==> src/rtl/die_pkg.sv <==
// rtl/die_pkg.sv - shared states, codes and face helpers for the die sequencer
package die_pkg;

    typedef enum logic [1:0] {
        IDLE   = 2'd0,
        TUMBLE = 2'd1,
        SHOW   = 2'd2
    } state_t;

    localparam logic [7:0] BLANK_CODE = 8'hFF;
    localparam logic [7:0] LFSR_SEED  = 8'hA5;
    localparam logic [7:0] LFSR_TAPS  = 8'hB8;

    localparam logic [2:0] FACE_MIN = 3'd1;
    localparam logic [2:0] FACE_MAX = 3'd6;

    // (v[2:0] mod 6) + 1 without a divider: only 6 and 7 need folding back
    function automatic logic [2:0] face_from_lfsr(input logic [7:0] v);
        logic [2:0] low;
        low = v[2:0];
        return (low >= 3'd6) ? (low - 3'd5) : (low + 3'd1);
    endfunction

    function automatic logic [2:0] next_face(input logic [2:0] f);
        return (f == FACE_MAX) ? FACE_MIN : (f + 3'd1);
    endfunction

endpackage

==> src/rtl/die_lfsr.sv <==
// rtl/die_lfsr.sv - free-running 8-bit Fibonacci LFSR (x^8+x^6+x^5+x^4+1)
module die_lfsr
    import die_pkg::*;
(
    input  logic       clk,
    input  logic       rst_n,
    output logic [7:0] lfsr
);

    // Shift left every cycle; the seed is non-zero so the all-zero lockup state is never reached
    always_ff @(posedge clk or negedge rst_n) begin
        if (!rst_n) begin
            lfsr <= LFSR_SEED;
        end else begin
            lfsr <= {lfsr[6:0], ^(lfsr & LFSR_TAPS)};
        end
    end

endmodule

==> src/rtl/die_roll_seq.sv <==
// rtl/die_roll_seq.sv - die roll sequencer feeding the 7-seg decoder; DIE_SHOW_BLINK_EN enables result blinking
module die_roll_seq
    import die_pkg::*;
#(
    parameter int TICK_DIV     = 4,
    parameter int TUMBLE_STEPS = 12,
    parameter int SHOW_CYCLES  = 0
) (
    input  logic       clk,
    input  logic       rst_n,
    input  logic       roll_req,
    output logic       busy,
    output logic       done,
    output logic [2:0] result,
    output logic [7:0] disp_num
);

    localparam int CW = $clog2(TICK_DIV * TUMBLE_STEPS + 1);
    localparam int KW = (TUMBLE_STEPS > 1) ? $clog2(TUMBLE_STEPS) : 1;
    localparam int SW = (SHOW_CYCLES > 1) ? $clog2(SHOW_CYCLES) : 1;

    localparam logic [KW-1:0] K_LAST = KW'(TUMBLE_STEPS - 1);
    localparam logic [SW-1:0] S_LAST = SW'((SHOW_CYCLES > 0) ? (SHOW_CYCLES - 1) : 0);

    state_t          state, state_n;
    logic [2:0]      face, face_n;
    logic [KW-1:0]   k, k_n;
    logic [CW-1:0]   cnt, cnt_n;
    logic [SW-1:0]   show_cnt, show_cnt_n;
    logic [2:0]      result_n;
    logic            done_n;
    logic            roll_req_d;
    logic            start;
    logic [7:0]      lfsr;
    logic [CW-1:0]   step_last;

    die_lfsr u_lfsr (
        .clk   (clk),
        .rst_n (rst_n),
        .lfsr  (lfsr)
    );

    assign start     = roll_req & ~roll_req_d;
    // Step k lasts TICK_DIV*(k+1) cycles, so its final count is one less
    assign step_last = CW'(TICK_DIV * (int'(k) + 1) - 1);

`ifdef DIE_SHOW_BLINK_EN
    localparam int BP = 8 * TICK_DIV;
    localparam int BW = $clog2(BP);
    localparam logic [BW-1:0] B_LAST = BW'(BP - 1);

    logic [BW-1:0] blink_cnt;
    logic          blink_off;

    // Blink phase timer: held clear outside SHOW so every SHOW entry starts visible
    always_ff @(posedge clk or negedge rst_n) begin
        if (!rst_n) begin
            blink_cnt <= '0;
            blink_off <= 1'b0;
        end else if (state != SHOW) begin
            blink_cnt <= '0;
            blink_off <= 1'b0;
        end else if (blink_cnt == B_LAST) begin
            blink_cnt <= '0;
            blink_off <= ~blink_off;
        end else begin
            blink_cnt <= blink_cnt + 1'b1;
        end
    end
`endif

    // State register plus step/face/show counters and the edge detector
    always_ff @(posedge clk or negedge rst_n) begin
        if (!rst_n) begin
            state      <= IDLE;
            face       <= FACE_MIN;
            k          <= '0;
            cnt        <= '0;
            show_cnt   <= '0;
            result     <= FACE_MIN;
            done       <= 1'b0;
            roll_req_d <= 1'b0;
        end else begin
            state      <= state_n;
            face       <= face_n;
            k          <= k_n;
            cnt        <= cnt_n;
            show_cnt   <= show_cnt_n;
            result     <= result_n;
            done       <= done_n;
            roll_req_d <= roll_req;
        end
    end

    // Next-state, face stepping and display selection
    always_comb begin
        state_n    = state;
        face_n     = face;
        k_n        = k;
        cnt_n      = cnt;
        show_cnt_n = show_cnt;
        result_n   = result;
        done_n     = 1'b0;
        busy       = 1'b0;
        disp_num   = BLANK_CODE;

        case (state)
            IDLE: begin
                if (start) begin
                    state_n = TUMBLE;
                    face_n  = face_from_lfsr(lfsr);
                    k_n     = '0;
                    cnt_n   = '0;
                end
            end

            TUMBLE: begin
                busy     = 1'b1;
                disp_num = {5'b0, face};
                if (cnt == step_last) begin
                    if (k == K_LAST) begin
                        result_n   = face;
                        done_n     = 1'b1;
                        state_n    = SHOW;
                        show_cnt_n = '0;
                    end else begin
                        face_n = next_face(face);
                        k_n    = k + 1'b1;
                        cnt_n  = '0;
                    end
                end else begin
                    cnt_n = cnt + 1'b1;
                end
            end

            SHOW: begin
`ifdef DIE_SHOW_BLINK_EN
                disp_num = blink_off ? BLANK_CODE : {5'b0, result};
`else
                disp_num = {5'b0, result};
`endif
                // A new roll beats the show timeout on the same edge
                if (start) begin
                    state_n = TUMBLE;
                    face_n  = face_from_lfsr(lfsr);
                    k_n     = '0;
                    cnt_n   = '0;
                end else if (SHOW_CYCLES > 0) begin
                    if (show_cnt == S_LAST) begin
                        state_n = IDLE;
                    end else begin
                        show_cnt_n = show_cnt + 1'b1;
                    end
                end
            end

            default: begin
                state_n = IDLE;
            end
        endcase
    end

endmodule

==> config.mk <==
export PLATFORM = sky130hd
export DESIGN_NAME = die_roll_seq
export DESIGN_NICKNAME = d
export VERILOG_FILES = /design/src/rtl/die_pkg.sv /design/src/rtl/die_lfsr.sv /design/src/rtl/die_roll_seq.sv
export SDC_FILE = /design/constraint.sdc
export NUM_CORES = 1
export LEC_CHECK = 0
export CAP_MARGIN = 15
export CORE_ASPECT_RATIO = 2
export CORE_MARGIN = 2
export CORE_UTILIZATION = 50
export DETAILED_ROUTE_END_ITERATION = 8
export HOLD_SLACK_MARGIN = 0.06
export PLACE_DENSITY = 0.74
export SLEW_MARGIN = 10
export SYNTH_ARGS = -nofsm -noshare
export SYNTH_HDL_FRONTEND = slang
export SYNTH_SLANG_ARGS = --single-unit
==> constraint.sdc <==
create_clock -name clk -period 2.6 [get_ports clk]
set_input_delay 0.65 -clock clk [delete_from_list [all_inputs] [get_ports clk]]
set_output_delay 0.65 -clock clk [all_outputs]
set_load 0.05 [all_outputs]
==> results of run 1 <==
==> worst max path at each step <==
stage                          start          endpoint  depth (start not counted)
global placement    k[0]$_DFFE_PN0P_  k[0]$_DFFE_PN0P_                          7
detailed placement  k[0]$_DFFE_PN0P_  k[0]$_DFFE_PN0P_                          7
floorplan           k[0]$_DFFE_PN0P_  k[0]$_DFFE_PN0P_                          8
global route        k[0]$_DFFE_PN0P_  k[0]$_DFFE_PN0P_                          8
finish              k[0]$_DFFE_PN0P_  k[0]$_DFFE_PN0P_                          8
CTS                 k[0]$_DFFE_PN0P_  k[0]$_DFFE_PN0P_                          7
==> metal layers <==
layer	track usage, %	part of all wire [%]
met2	39.3	60
met5	0	0
met4	11.3	3.0
met3	2.58	1.7
met1	25.5	36
==> synthesized netlist by cell type (3+ instances only) <==
cell and n:
dfrtp_1 22, nor2_1 10, ha_1 7, nand2_1 7, nand3_1 7, dfstp_2 6, inv_1 6, o21ai_0 6
xnor2_1 6, nor3_1 5, a22oi_1 4, and3_1 4, buf_4 4, clkbuf_1 4, mux2_2 4, nor2b_1 4
o31ai_1 4, or2_2 4, a221o_1 3, mux2i_1 3, xor2_1 3
==> sequential cells by signal, summed over array words and instances, names as in the netlist <==
| register | cells |
|---|---|
| cnt | 6 |
| roll_req_d | 1 |
| state | 2 |
| u_lfsr.lfsr | 8 |
| done | 1 |
| face | 3 |
| k | 4 |
| result | 3 |
==> cell type report <==
type                       count  area, um^2  area share (%)
sequential                    28         709            37.0
multi-input combinational    109         823            42.9
timing repair buffer          29         270            14.1
clock buffer                   4        55.1            2.87
tap                           31        38.8            2.02
inverter                       6        22.5            1.17
==> timing repair <==
item                                    CTS  global route
endpoints found under the setup margin    4             3
resized for setup                         1             1
pin swaps                                 0             1
gates cloned                              0             0
==> cells by family (layout without fill, tap and decap cells) <==
| kind of cell | after synthesis | count (layout) |
|---|---|---|
| and+or+nand+nor | 53 | 53 |
| AOI/OAI and AO/OA | 31 | 31 |
| DFF | 28 | 28 |
| buffers and inverters | 16 | 39 |
| xor gates and xnor gates | 9 | 9 |
| muxes | 9 | 9 |
| adders and majority gates | 7 | 7 |
==> worst max-delay path: cells and delay by family, from the launching register on <==
kind,cells,cell delay (ns)
multiplexers,1,0.31
flip-flops,1,0.44
buffers and inverters,1,0.17
AND/OR/NAND/NOR,3,0.79
adder cells (fa/ha/maj),1,0.35
AO/OA/AOI/OAI,2,0.33
==> stage by stage <==
| stage | setup slack, ns | cells | setup TNS, ns |
|---|---|---|---|
| 2_1_floorplan | 0.0426 | 153 | 0 |
| 3_3_place_gp | 0.0647 | 203 | 0 |
| 3_5_place_dp | -0.0244 | 203 | -0.0462 |
| 4_1_cts | 0.0619 | 207 | 0 |
| 5_1_grt | 0.00788 | 207 | 0 |
| 6_report | 0.105 | 207 | 0 |
==> power groups by stage <==
stage | registers (mW) | clock network [mW] | logic (mW)
4_1_cts | 0.620 | 0.282 | 1.25
5_1_grt | 0.639 | 0.291 | 1.33
3_5_place_dp | 0.628 | 0 | 1.24
6_report | 0.624 | 0.268 | 1.25
3_3_place_gp | 0.621 | 0 | 1.21
2_1_floorplan | 0.585 | 0 | 0.897
==> summary.txt, run 1 <==
status - finished, final reports clean
Fillers - 255
VDD IR max - 0.000754 V
total gr overflow - 0
Yosys reg bits - 28
RR Endpoint - k[0]$_DFFE_PN0P_
Hold Vio Cnt, Final - 0
yosys warns - 0
mux cell area share after synthesis - 6.53%
hold_buf cts - 0
insertion delay to the later sink of the worst-skew pair - 0.28 ns
Max Cap Viol - 0
R2R Setup Slk - 0.11 ns
First-pass DRT Iterations - 4
wire per inst - 17.6 um
dpl cell area - 0.00186 mm^2
max-slew violations - 0
Detailed Place HPWL - 2770 um
Avg Inst Size Synth - 10.5 um^2
Max Fclk - 401 MHz
Leak - 0.887 nW
drt total wl - 3650 um
pin count of the biggest net entering global routing - 29
Finished Cell Area - 0.00192 mm^2
DR iter-0 viols - 14
Yosys top cell area share - 34.2%
Int Power - 1.17 mW
H-Tree Depth - 1
IO Pins - 16
adder-cell share of the synthesized area - 5.44%
Crit. End Element - register
Clock Tree Buf Depth - 2
Slowest-stage cell, CP - or3_4
post-synthesis xor/xnor area fraction - 4.90%
antenna-violating nets left - 0
CP required - 2.77 ns
Clock Sinks - 28
switching portion of total power - 45.3%
Clk pwr share - 12.5%
Post-Syn Nets - 163
CP arrival - 2.66 ns
simple-gate share of the synthesized area - 18.9%
RSZ-0062 raised after global routing - no
CP Max Fanout - 8
Reg clk slew, reported paths - 0.09 ns
final core utilization - 61.5%
sequential share of power - 29.1%
synth unique cells - 45
Worst Hold Launch - u_lfsr.lfsr[6]$_DFF_PN0_
Root Buffer - clkbuf_8
count of input and output buffers - 15
post-synthesis sequential area ratio - 44.0%
Compound-Gate Fraction of Synth Area - 15.1%
Rows - 29
number of buffers created by CTS - 3
slew margin rel. - 66.4%
Final Hold Slack - 0.373 ns
initial core utilization - 51.6%
DR vias - 1269
hold path depth - 0
Via density - 6.13
die height - 84.3 um
worst r2r path cells - 8
routability cong. - 0.848
startpoint types - register
Synth area leaders - dfrtp_1 (34%), dfstp_2 (9.8%), ha_1 (5.4%)
r2r startpoint - k[0]$_DFFE_PN0P_
DRC Markers - 0
Cells after Synth - 153
fin crit period - 2.49 ns
hold crit path type - register to register
NetSw - 969 uW
leading area contributor after synthesis - dfrtp_1
final setup vio count - 0
n_diodes - 0
commonest non-fill, non-tap cell in the layout - dfrtp_1
global-route total usage across every layer - 22.4%
post-synthesis async set-or-reset flop share - 100%
CORE AREA - 0.00312 mm^2
Worst Tran Pin Value - 0.502 ns
initial antenna violation count - 0
PD cells - 1120 mW/mm^2
number of synthesized flops with an enable pin - 0
CTS tree - done
Total Power - 2.14 mW
skew final - 0.00550 ns
crit path kind - register to register
Gate power share - 58.4%
Chip Width - 44.1 um
fin crit share - 95.9%
most frequent cells in the layout - dfrtp_1 (21), buf_4 (20), nor2_1 (10)
share of cells above drive strength 1 - 26.7%
nets@finish - 187
worst-path cell chain - ha_1 -> buf_4 -> or2b_1 -> nand4_1 -> a31oi_1 -> or3_4 -> a2bb2oi_4 -> mux2_4
Syn Std Cell Area - 0.00161 mm^2
most common flop cell mapped by yosys - dfrtp_1
crit-path max cell delay - 0.46 ns
post-CTS setup buffers - 0
Hold EP - u_lfsr.lfsr[7]$_DFF_PN1_
first-pass GRT wire length - 6250 um
vias in the first global route - 1345
largest family of logic cells by synthesized area - simple AND/OR/NAND/NOR gates
Die Area - 0.00372 mm^2
Area Growth Syn to Fin - 19.2%
No activity file was read; power rests on OpenSTA's default activity.
==> run 2, diff against run 1 <==
--- a/config.mk
+++ b/config.mk
@@ -11,7 +11,7 @@
 export CORE_UTILIZATION = 50
 export DETAILED_ROUTE_END_ITERATION = 8
 export HOLD_SLACK_MARGIN = 0.06
-export PLACE_DENSITY = 0.74
+export PLACE_DENSITY = 0.71
 export SLEW_MARGIN = 10
 export SYNTH_ARGS = -nofsm -noshare
 export SYNTH_HDL_FRONTEND = slang
==> constraint.sdc (replaced) <==
create_clock -name clk -period 2.5 [get_ports clk]
set_input_delay 0.625 -clock clk [delete_from_list [all_inputs] [get_ports clk]]
set_output_delay 0.625 -clock clk [all_outputs]
set_load 0.05 [all_outputs]
==> run 2 against run 1 <==
Net effect: sequential share of layout area decreased by 0.43 points; worst hold slack improved by 0.0020 ns; fmax is 4.3% higher; routed wire length fell by 1.1%; die area unchanged; final cell count is the same.
==> summary.txt, run 2 (synthesis gave the netlist of run 1 again) <==
status - finished, final reports clean
skew final - 0.00539 ns (-0.000118 ns)
wire per inst - 17.4 um (-1.1%)
max reg flops - 8 (unchanged)
R2R Setup Slk - 0.11 ns (about the same)
Total Power - 2.25 mW (+5.0%)
first-pass GRT wire length - 5990 um (-4.2%)
count of input and output buffers - 15 (unchanged)
RSZ-0062 raised after global routing - no
max-slew violations - 0 (unchanged)
fin crit share - 95.6% (-0.32 points)
Top Family by Delay on Critical Path - simple AND/OR/NAND/NOR gates
CORE AREA - 0.00312 mm^2 (unchanged)
share of cells above drive strength 1 - 28.4% (+1.7 points)
global-route total usage across every layer - 21.3% (-1.2 points)
Hold Vio Cnt, Final - 0 (unchanged)
routability cong. - 0.860 (+1.5%)
worst slack at placement - -0.0172 ns (+0.00713 ns)
Chip Width - 44.1 um (unchanged)
Top Registers - u_lfsr.lfsr: 8 flops, cnt: 6 flops, k: 4 flops
Clock Tree Buf Depth - 2 (unchanged)
most frequent cells in the layout - dfrtp_1 (21), buf_4 (20), nor2_1 (10)
crit path kind - register to register
antenna-violating nets left - 0 (unchanged)
First-pass DRT Iterations - 4 (unchanged)
CP required - 2.66 ns (-0.11 ns)
NetSw - 1.01 mW (+4.0%)
Area Growth Syn to Fin - 20.6%
post-route setup slack - 0.109 ns (+0.00387 ns)
Via density - 6.09 (-0.63%)
fin crit period - 2.39 ns (-0.104 ns)
Max Fclk - 418 MHz (+4.3%)
worst-path cell chain - ha_4 -> buf_4 -> or2b_1 -> nand3_1 -> a31oi_1 -> or3_4 -> a2bb2oi_4 -> mux2_4
Int Power - 1.24 mW (+5.9%)
Clock Sinks - 28 (unchanged)
Root Buffer - clkbuf_8
die height - 84.3 um (unchanged)
Crit. End Element - register
Worst Hold Launch - u_lfsr.lfsr[6]$_DFF_PN0_
CP Max Fanout - 8 (unchanged)
r2r startpoint - k[0]$_DFFE_PN0P_
pin count of the biggest net entering global routing - 29 (unchanged)
crit-path max cell delay - 0.46 ns (about the same)
total gr overflow - 0 (unchanged)
Biggest register - u_lfsr.lfsr
dpl cell area - 0.00188 mm^2 (+1.2%)
DR vias - 1261 (-0.63%)
Worst Tran Pin Value - 0.501 ns (-0.00112 ns)
Slowest-stage cell, CP - dfrtp_2
Max Cap Viol - 0 (unchanged)
Leak - 0.882 nW (-0.56%)
Detailed Place HPWL - 2830 um (+2.4%)
Clk pwr share - 12.1% (-0.4 points)
CTS tree - done
DR iter-0 viols - 36 (+22)
Finished Cell Area - 0.00194 mm^2 (+1.2%)
switching portion of total power - 44.8% (-0.43 points)
H-Tree Depth - 1 (unchanged)
hold crit path type - register to register
Gate power share - 59.1% (+0.7 points)
slew margin rel. - 66.5% (+0.075 points)
insertion delay to the later sink of the worst-skew pair - 0.27 ns (about the same)
Final Hold Slack - 0.375 ns (+0.00202 ns)
commonest non-fill, non-tap cell in the layout - dfrtp_1
post-CTS setup buffers - 0 (unchanged)
Reg clk slew, reported paths - 0.08 ns (about the same)
CP startpoint - k[0]$_DFFE_PN0P_
initial antenna violation count - 0 (unchanged)
drt total wl - 3610 um (-1.1%)
Inst Count DP - 203 (unchanged)
IO Pins - 16 (unchanged)
startpoint types - register
vias in the first global route - 1357 (+0.89%)
sequential share of power - 28.8% (-0.3 points)
number of buffers created by CTS - 3 (unchanged)
final setup vio count - 0 (unchanged)
n_diodes - 0 (unchanged)
DRC Markers - 0 (unchanged)
Die Area - 0.00372 mm^2 (unchanged)
Non-Filler Instances - 207 (unchanged)
Buf/Inv on CP - 1 (unchanged)
nets@finish - 187 (unchanged)
CP arrival - 2.55 ns (-0.11 ns)
VDD IR max - 0.000837 V (+11%)
PD cells - 1160 mW/mm^2 (+3.8%)
Rows - 29 (unchanged)
initial core utilization - 51.6% (unchanged)
-- run 2: cell types whose count changed in the layout (fill, tap and decap cells not counted) --
cell	delta
ha_1	-2
ha_2	+1
ha_4	+1
o311ai_1	-1
o311ai_2	+1
-- run 2: stage by stage --
step | TNS (ns) | util [%]
final | 0 | 62.2
after global routing | 0 | 62.2
after CTS | 0 | 62.2
after detailed placement | -0.0276 | 60.3
after global placement | 0 | 60.3
after floorplan | 0 | -
-- run 2: final timing paths --
check                      cells past startpoint                        to
setup / recovery                               8          k[0]$_DFFE_PN0P_
hold / removal                                 0  u_lfsr.lfsr[7]$_DFF_PN1_
setup reg to reg                               8          k[0]$_DFFE_PN0P_
hold reg to reg                                0  u_lfsr.lfsr[7]$_DFF_PN1_
max in group asynchronous                      2       face[0]$_DFFE_PN1P_
min in group asynchronous                      2     result[1]$_DFFE_PN0P_
-- run 2: power groups by stage --
stage / clock network (mW) / registers [mW] / logic [mW]
detailed placement: 0 / 0.653 / 1.33
CTS: 0.279 / 0.644 / 1.33
floorplan: 0 / 0.615 / 0.956
global route: 0.290 / 0.661 / 1.43
global placement: 0 / 0.646 / 1.29
finish: 0.272 / 0.649 / 1.33
-- run 2: layout make-up --
cell class,count,area [um^2]
timing repair buffer,29,270
inverter,6,22.5
sequential,28,709
clock buffer,4,55.1
multi-input combinational,109,846
fill,262,1180
tap,31,38.8
-- run 2: layer usage --
metal / up-vias / GRT usage (%) / part of all wire, %
li1: 597 / - / -
met1: 631 / 21.1 / 36
met2: 24 / 41.0 / 60
met3: 9 / 1.51 / 1.6
met4: 0 / 9.92 / 2.5
met5: - / 0 / 0
-- run 2: what timing repair did --
action,4_1_cts,5_1_grt
endpoints found under the setup margin,3,7
hold buffers,0,0
pin swaps,0,1
gates cloned,0,0
gates resized for setup,1,1
==> run 3, diff against run 2 <==
--- a/config.mk
+++ b/config.mk
@@ -8,11 +8,12 @@
 export CAP_MARGIN = 15
 export CORE_ASPECT_RATIO = 2
 export CORE_MARGIN = 2
-export CORE_UTILIZATION = 50
+export CORE_UTILIZATION = 45
 export DETAILED_ROUTE_END_ITERATION = 8
 export HOLD_SLACK_MARGIN = 0.06
-export PLACE_DENSITY = 0.71
+export PLACE_DENSITY = 0.65
 export SLEW_MARGIN = 10
 export SYNTH_ARGS = -nofsm -noshare
 export SYNTH_HDL_FRONTEND = slang
 export SYNTH_SLANG_ARGS = --single-unit
+export TNS_END_PERCENT = 50
==> constraint.sdc (replaced) <==
create_clock -name clk -period 2.35 [get_ports clk]
set_input_delay 0.5875 -clock clk [delete_from_list [all_inputs] [get_ports clk]]
set_output_delay 0.5875 -clock clk [all_outputs]
set_load 0.05 [all_outputs]
==> run 3 against run 2 <==
Net effect: the run now ends with setup timing left; register-to-register slack worse by 0.13 ns; highest routed layer unchanged; global-route usage shrank 0.43 points; die area increased by 10%; via count increased by 1.5%; routed wire length up 5.3%; largest power group unchanged.
==> summary.txt, run 3 (synthesis gave the netlist of run 1 again) <==
skew final - 0.00533 ns (-0.0000599 ns)
die height - 88.6 um (+5.2%)
failing checks - setup timing
number of buffers created by CTS - 3 (unchanged)
Crit. End Element - register
post-route setup slack - -0.0184 ns (-0.128 ns)
status - complete, but fails checks
n_diodes - 0 (unchanged)
Max Cap Viol - 0 (unchanged)
hold_buf cts - 0 (unchanged)
fin crit share - 101% (+5.2 points)
share of cells above drive strength 1 - 39.6% (+11 points)
pin count of the biggest net entering global routing - 29 (unchanged)
max-slew violations - 0 (unchanged)
first-pass GRT wire length - 6130 um (+2.3%)
most frequent cells in the layout - buf_4 (25), dfrtp_1 (20), nor2_1 (10)
CP Max Fanout - 7 (-1)
initial core utilization - 47.1% (-4.5 points)
insertion delay to the later sink of the worst-skew pair - 0.28 ns (about the same)
drt total wl - 3800 um (+5.3%)
crit path kind - register to register
Chip Width - 46.3 um (+4.9%)
Clock Tree Buf Depth - 2 (unchanged)
wire per inst - 16.2 um (-7.3%)
count of input and output buffers - 15 (unchanged)
Hold Vio Cnt, Final - 0 (unchanged)
final setup vio count - 1 (+1)
NetSw - 1.21 mW (+20%)
RSZ-0062 raised after global routing - yes
worst-path cell chain - ha_4 -> xnor2_2 -> mux2i_2 -> nand4b_4 -> or3_4 -> a2bb2oi_4 -> mux2_4
DRC Markers - 0 (unchanged)
Max Fclk - 422 MHz (+0.95%)
CTS tree - done
slew margin rel. - 66.6% (+0.12 points)
startpoint types - register
hold crit path type - register to register
DR iter-0 viols - 32 (-11%)
Root Buffer - clkbuf_8
Top Registers - u_lfsr.lfsr: 8 flops, cnt: 6 flops, k: 4 flops
DR vias - 1280 (+1.5%)
crit-path max cell delay - 0.46 ns (about the same)
commonest non-fill, non-tap cell in the layout - buf_4
global-route total usage across every layer - 20.8% (-0.43 points)
Final Hold Slack - 0.372 ns (-0.00312 ns)
First-pass DRT Iterations - 4 (unchanged)
Slowest-stage cell, CP - dfrtp_2
Biggest register - u_lfsr.lfsr
antenna-violating nets left - 0 (unchanged)
Area Growth Syn to Fin - 39.4%
total gr overflow - 0 (unchanged)
PD cells - 1290 mW/mm^2 (+11%)
Via density - 5.45 (-11%)
Detailed Place HPWL - 2790 um (-1.6%)
max reg flops - 8 (unchanged)
Multi-input gate area - 952 um^2 (+13%)
Inst Count DP - 229 (+13%)
switching portion of total power - 42.0% (-2.8 points)
Die Area - 0.00410 mm^2 (+10%)
Gate power share - 62.8% (+3.7 points)
VDD IR max - 0.000777 V (-7.1%)
Fillers - 250 (-4.6%)
Clock Sinks - 28 (unchanged)
H-Tree Depth - 1 (unchanged)
initial antenna violation count - 0 (unchanged)
fin crit period - 2.37 ns (-0.0224 ns)
Reg clk slew, reported paths - 0.09 ns (about the same)
sequential cell area - 711 um^2 (+0.18%)
sequential share of power - 23.9% (-4.9 points)
nets@finish - 198 (+5.9%)
vias in the first global route - 1322 (-2.6%)
routability cong. - 0.913 (+6.1%)
Worst Tran Pin Value - 0.499 ns (-0.00172 ns)
IO Pins - 16 (unchanged)
CP arrival - 2.54 ns (about the same)
Int Power - 1.68 mW (+35%)
Clk pwr share - 13.3% (+1.2 points)
Leak - 0.992 nW (+12%)
CP required - 2.52 ns (-0.14 ns)
Rows - 30 (+3.4%)
Non-Filler Instances - 235 (+14%)
CORE AREA - 0.00342 mm^2 (+9.5%)
[run 3: stage by stage]
step	utilization [%]	setup slack [ns]	power [mW]	setup TNS [ns]	instance area, um^2
after global placement	60.1	-0.0298	2.34	-0.0639	2050
after floorplan	-	-0.0197	1.69	-0.0284	1640
after detailed placement	60.1	-0.115	2.37	-0.540	2050
after CTS	62.4	0.00291	2.77	0	2130
after global routing	65.7	-0.0908	3.05	-0.435	2240
final	65.7	-0.0184	2.89	-0.0184	2240
[run 3: worst paths after layout]
kind,endpoint,startpoint,slack [ns],cells after the start
hold reg to reg,u_lfsr.lfsr[7]$_DFF_PN1_,u_lfsr.lfsr[6]$_DFF_PN0_,0.37,0
setup / recovery,k[0]$_DFFE_PN0P_,k[1]$_DFFE_PN0P_,-0.02,7
hold / removal,u_lfsr.lfsr[7]$_DFF_PN1_,u_lfsr.lfsr[6]$_DFF_PN0_,0.37,0
min in group asynchronous,result[1]$_DFFE_PN0P_,rst_n,0.68,2
setup reg to reg,k[0]$_DFFE_PN0P_,k[1]$_DFFE_PN0P_,-0.02,7
max in group asynchronous,face[0]$_DFFE_PN1P_,rst_n,1.36,2
[run 3: layout make-up]
cell class | instances | area share, %
inverter | 6 | 1.00
timing repair buffer | 40 | 19.1
multi-input combinational | 109 | 42.4
tap | 48 | 2.68
clock inverter | 1 | 1.34
clock buffer | 3 | 1.84
sequential | 28 | 31.7
[run 3: critical path, delay by kind of cell, from the launching register on]
family          cells  cell delay [ns]
xor+xnor            1             0.12
compound gates      1             0.20
simple gates        2             0.58
fa+ha+maj           1             0.31
mux                 2             0.59
flops               1             0.46
[run 3: power groups by stage]
stage	Clock [mW]	Sequential, mW	Combinational [mW]
finish	0.384	0.692	1.82
global route	0.411	0.706	1.93
CTS	0.392	0.681	1.69
detailed placement	0	0.690	1.68
global placement	0	0.684	1.65
floorplan	0	0.659	1.03
[run 3: layer usage]
metal	global-route usage [%]	part of all wire (%)	vias up
met5	0	0	-
met4	11.7	3.4	0
met3	3.06	1.0	11
met2	34.8	58	13
met1	24.2	37	638
li1	-	-	618
[run 3: what timing repair did]
| item | 4_1_cts | 5_1_grt |
|---|---|---|
| pin swaps | 0 | 7 |
| buffers inserted | 0 | 2 |
| setup endpoints to repair | 12 | 13 |
| gates resized for setup | 1 | 15 |
